==> src/rtl/prod_accum.sv <==
// prod_accum: accumulates a frame of 1..16 unsigned products from the upstream
// multiplier and presents the frame sum with a valid/ready handshake.
// Frame length is sampled on the first accepted product of each frame.
module prod_accum #(
  parameter int PROD_W = 8,
  parameter int ACC_W  = 12
) (
  input  logic              clk,
  input  logic              rst,
  input  logic              clear,
  input  logic [3:0]        len,
  input  logic              in_valid,
  input  logic [PROD_W-1:0] product,
  output logic              in_ready,
  output logic              out_valid,
  input  logic              out_ready,
  output logic [ACC_W-1:0]  sum,
  output logic [4:0]        count
);

  typedef enum logic [1:0] {
    IDLE = 2'd0,
    ACC  = 2'd1,
    DONE = 2'd2
  } state_t;

  // A programmed length of zero stands for a full 16-product frame.
  function automatic logic [4:0] len_to_eff(input logic [3:0] l);
    logic [4:0] eff;
    if (l == 4'd0) begin
      eff = 5'd16;
    end else begin
      eff = {1'b0, l};
    end
    return eff;
  endfunction

  state_t            state_r, state_s;
  logic [ACC_W-1:0]  acc_r, acc_s;
  logic [ACC_W-1:0]  sum_r, sum_s;
  logic [4:0]        count_r, count_s;
  logic [4:0]        len_eff_r, len_eff_s;
  logic              out_valid_r;
  logic              in_ready_r;

  logic              xfer_s;
  logic [ACC_W-1:0]  product_ext_s;
  logic [ACC_W-1:0]  acc_sum_s;
  logic [4:0]        count_inc_s;
  logic [4:0]        len_new_s;

  assign xfer_s        = in_valid & in_ready_r;
  assign product_ext_s = {{(ACC_W-PROD_W){1'b0}}, product};
  assign acc_sum_s     = acc_r + product_ext_s;
  assign count_inc_s   = count_r + 5'd1;
  assign len_new_s     = len_to_eff(len);

  // Next-state and datapath update; clear outranks any transfer or handshake.
  always_comb begin
    state_s   = state_r;
    acc_s     = acc_r;
    sum_s     = sum_r;
    count_s   = count_r;
    len_eff_s = len_eff_r;
    if (clear) begin
      state_s = IDLE;
      acc_s   = {ACC_W{1'b0}};
      count_s = 5'd0;
    end else begin
      case (state_r)
        IDLE: begin
          if (xfer_s) begin
            len_eff_s = len_new_s;
            acc_s     = product_ext_s;
            count_s   = 5'd1;
            if (len_new_s == 5'd1) begin
              state_s = DONE;
              sum_s   = product_ext_s;
            end else begin
              state_s = ACC;
            end
          end else begin
            state_s = IDLE;
          end
        end
        ACC: begin
          if (xfer_s) begin
            acc_s   = acc_sum_s;
            count_s = count_inc_s;
            if (count_inc_s == len_eff_r) begin
              state_s = DONE;
              sum_s   = acc_sum_s;
            end else begin
              state_s = ACC;
            end
          end else begin
            state_s = ACC;
          end
        end
        DONE: begin
          if (out_ready) begin
            state_s = IDLE;
            acc_s   = {ACC_W{1'b0}};
            count_s = 5'd0;
          end else begin
            state_s = DONE;
          end
        end
        default: begin
          state_s = IDLE;
          acc_s   = {ACC_W{1'b0}};
          count_s = 5'd0;
        end
      endcase
    end
  end

  // State and output registers; handshake flags are derived from the next state
  // so they line up with the state they describe.
  always_ff @(posedge clk) begin
    if (rst) begin
      state_r     <= IDLE;
      acc_r       <= {ACC_W{1'b0}};
      sum_r       <= {ACC_W{1'b0}};
      count_r     <= 5'd0;
      len_eff_r   <= 5'd16;
      out_valid_r <= 1'b0;
      in_ready_r  <= 1'b1;
    end else begin
      state_r     <= state_s;
      acc_r       <= acc_s;
      sum_r       <= sum_s;
      count_r     <= count_s;
      len_eff_r   <= len_eff_s;
      out_valid_r <= (state_s == DONE);
      in_ready_r  <= (state_s != DONE);
    end
  end

  assign in_ready  = in_ready_r;
  assign out_valid = out_valid_r;
  assign sum       = sum_r;
  assign count     = count_r;

endmodule
==> config.mk <==
export PLATFORM = sky130hd
export DESIGN_NAME = prod_accum
export DESIGN_NICKNAME = d
export VERILOG_FILES = /design/src/rtl/prod_accum.sv
export SDC_FILE = /design/constraint.sdc
export NUM_CORES = 1
export LEC_CHECK = 0
export ABC_AREA = 1
export CAP_MARGIN = 20
export CORE_MARGIN = 5
export CORE_UTILIZATION = 40
export DETAILED_ROUTE_END_ITERATION = 10
export SYNTH_ARGS = -nofsm -noshare
export SYNTH_HDL_FRONTEND = slang
export SYNTH_SLANG_ARGS = --single-unit
==> constraint.sdc <==
create_clock -name clk -period 2.2 [get_ports clk]
set_clock_uncertainty 0.1 [all_clocks]
set_input_delay 0.33 -clock clk [delete_from_list [all_inputs] [get_ports clk]]
set_output_delay 0.33 -clock clk [all_outputs]
set_load 0.1 [all_outputs]
==> impl_metrics.tcl <==
set metrics [dict create \
    final_layout_size_suffix_gt1_frac 0.181 \
    finalCriticalPeriod_ps 2050 \
    wirelength_mm 6.77 \
    die_height_um 87.5 \
    die-area_um2 7650 \
    crit_path_max_fanout 3 \
    tns_ps 0 \
    finalHoldViolCount 0 \
    wl_per_cell_um 13.1 \
    grt_pass1_vias 2496 \
    start_kind "input port" \
    hold_path_class "flip-flop to flip-flop" \
    slew_headroom 0.699 \
    netlist_top_cells_area "dfxtp_1, nand2_1, inv_1" \
    synth_flop_cell "dfxtp_1" \
    holdWs_ps 376 \
    tritoncts "built" \
    final_area_um2 3100 \
    synth_top_area_share 0.317 \
    grt_pass1_wl_mm 11.3 \
    ant_nets 0 \
    netlist_instances 378 \
    clk_latency_ps 290 \
    p_leak_nw 1.49 \
    cts_root_buffer "clkbuf_8" \
    powerDensity_nw_per_um2 509 \
    dp_worst_setup_slack_ps -249 \
    rows 28 \
    hpwl_mm 5.22 \
    slew_violations 0 \
    fin_crit_sh 0.934 \
    io_pins 36 \
    die_w_um 87.5 \
    start_util 0.408 \
    postPlaceCellArea_um2 2980 \
    rrSetupSlack_ps 330 \
    synth_edf_count 0 \
    htree_levels 2 \
    syn_nets 405 \
    path_clk_slew_ps 80 \
    grt_usage 0.188 \
    gr-total-overflow 0 \
    antenna_found_initial 0 \
    finalWorstSetupSlack_ps 146 \
    yosys_warnings 0 \
    ys_seq_elements 38 \
    viasPerCell 4.90 \
    core_um2 5890 \
    dr.pass1.iters 4 \
    globalplace.congestion 0.849 \
    yosysSeqAreaShare 0.317 \
    syn_area_per_cell_um2 6.35 \
    outcome "completed" \
    io_buffers 35 \
    drt-initial-drc-count 196 \
    max_slew.worst_pin.slew_ps 451 \
    path_class "input port to flip-flop" \
    drc 0 \
    synthArstFlopShare 0 \
    cts_hold_buf 0 \
    cts_inserted_buffers 5 \
    maxClockFrequency_ghz 0.487 \
    crit_path_end_kind "flip-flop" \
    synth_top_area_cell "dfxtp_1" \
    synth_area_um2 2400 \
    areaGrowthSynthToFinish_pct 29.0 \
    final_nets 469 \
    grt_setup_unrepaired "false" \
    cts_sinks 38 \
    cp.required_ps 2290 \
    peakVddDrop_mv 0.319 \
    antenna_cells 0 \
    dr_total_vias 2532 \
    max-cap-violations 0 \
    setup_viol 0 \
    synthDistinctLibCells 30 \
    arrival_ps 2140 \
    grt_start_max_net_pins 17 \
    cts.path.max_buffers 2 \
]
-- what timing repair did --
item	CTS	global route
hold endpoints to repair	0	0
setup buffers	0	1
setup endpoints to repair	0	6
gates resized for setup	0	7
-- logic make-up after synthesis --
group / synth area share
and+or+nand+nor: 0.387
buffers and inverters: 0.102
AOI/OAI and AO/OA: 0.131
DFF: 0.317
adders and majority gates: 0.0552
xor gates and xnor gates: 0.00730
-- layout by cell type (no fill, tap or decap), drive strengths merged, types with 2 or more instances in the layout --
master,count
a21oi,32
a31oi,2
o21a,3
ha,9
inv,52
nand2,121
buf,49
dfxtp,38
nand4,7
clkbuf,5
nor3,3
nand3b,11
clkdlybuf4s50,16
o21ai,17
nand3,28
nor2,40
a211oi,2
clkinv,2
-- critical path, stage by stage --
cell and delay, ps:
clkdlybuf4s50_1 480, ha_2 200, inv_1 60, fa_2 330
inv_2 80, nand3_2 80, nand2_2 90, nand2_1 70
nand2_1 90, nand2_1 60, nand3_1 90, nand3_1 80
nand2_1 60, nor2_1 40
-- layout make-up --
| cell class | count | area [um^2] |
|---|---|---|
| multi-input combinational | 280 | 1420 |
| fill | 633 | 2790 |
| tap | 75 | 93.8 |
| clock buffer | 5 | 68.8 |
| timing repair buffer | 65 | 541 |
| inverter | 52 | 195 |
| clock inverter | 2 | 10.0 |
| sequential | 38 | 766 |
-- registers in the layout, indices dropped and copies added, names as in the netlist --
register / count
acc_r: 12
count: 5
in_ready: 1
len_eff_r: 5
out_valid: 1
state_r: 2
sum: 12
-- power by group --
group / internal [mW] / total (mW) / leakage [nW] / switching, mW
combinational: 0.145 / 0.383 / 1.14 / 0.237
clock: 0.213 / 0.462 / 0.0438 / 0.249
sequential: 0.713 / 0.731 / 0.310 / 0.0180
-- routing by layer --
metal | vias to the layer above | track usage | wire length [um] | share of wire
met4 | 0 | 0.0488 | 98 | 0.014
li1 | 1336 | - | - | -
met5 | - | 0 | 0 | 0
met2 | 56 | 0.342 | 3410 | 0.50
met1 | 1130 | 0.223 | 2920 | 0.43
met3 | 10 | 0.0350 | 346 | 0.051
-- metrics by stage --
stage | cells | power [mW] | utilization
after floorplan | 378 | 0.985 | -
after CTS | 516 | 1.58 | 0.520
final | 517 | 1.58 | 0.526
after detailed placement | 509 | 1.12 | 0.507
after global placement | 509 | 1.12 | 0.507
after global routing | 517 | 1.67 | 0.526
-- cell usage after synthesis, types with 2 or more instances --
library cell / instances
a21oi_1: 32
a31oi_1: 2
buf_2: 4
buf_4: 2
dfxtp_1: 38
ha_1: 9
inv_1: 49
inv_2: 3
nand2_1: 117
nand2_2: 2
nand2_4: 2
nand3_1: 27
nand3b_1: 11
nand4_1: 7
nor2_1: 37
nor2_2: 2
nor3_1: 3
o21a_1: 3
o21ai_0: 17
-- path summary, 6_finish.rpt --
path / from / to / cells past startpoint
worst max register to register: acc_r[0]$_SDFFE_PP0P_ / sum[8]$_SDFFE_PP0P_ / 13
worst max-delay path: product[0] / sum[8]$_SDFFE_PP0P_ / 14
worst min register to register: acc_r[3]$_SDFFE_PP0P_ / acc_r[3]$_SDFFE_PP0P_ / 2
worst min-delay path: acc_r[3]$_SDFFE_PP0P_ / acc_r[3]$_SDFFE_PP0P_ / 2
Power figures use the tool's default switching activity.
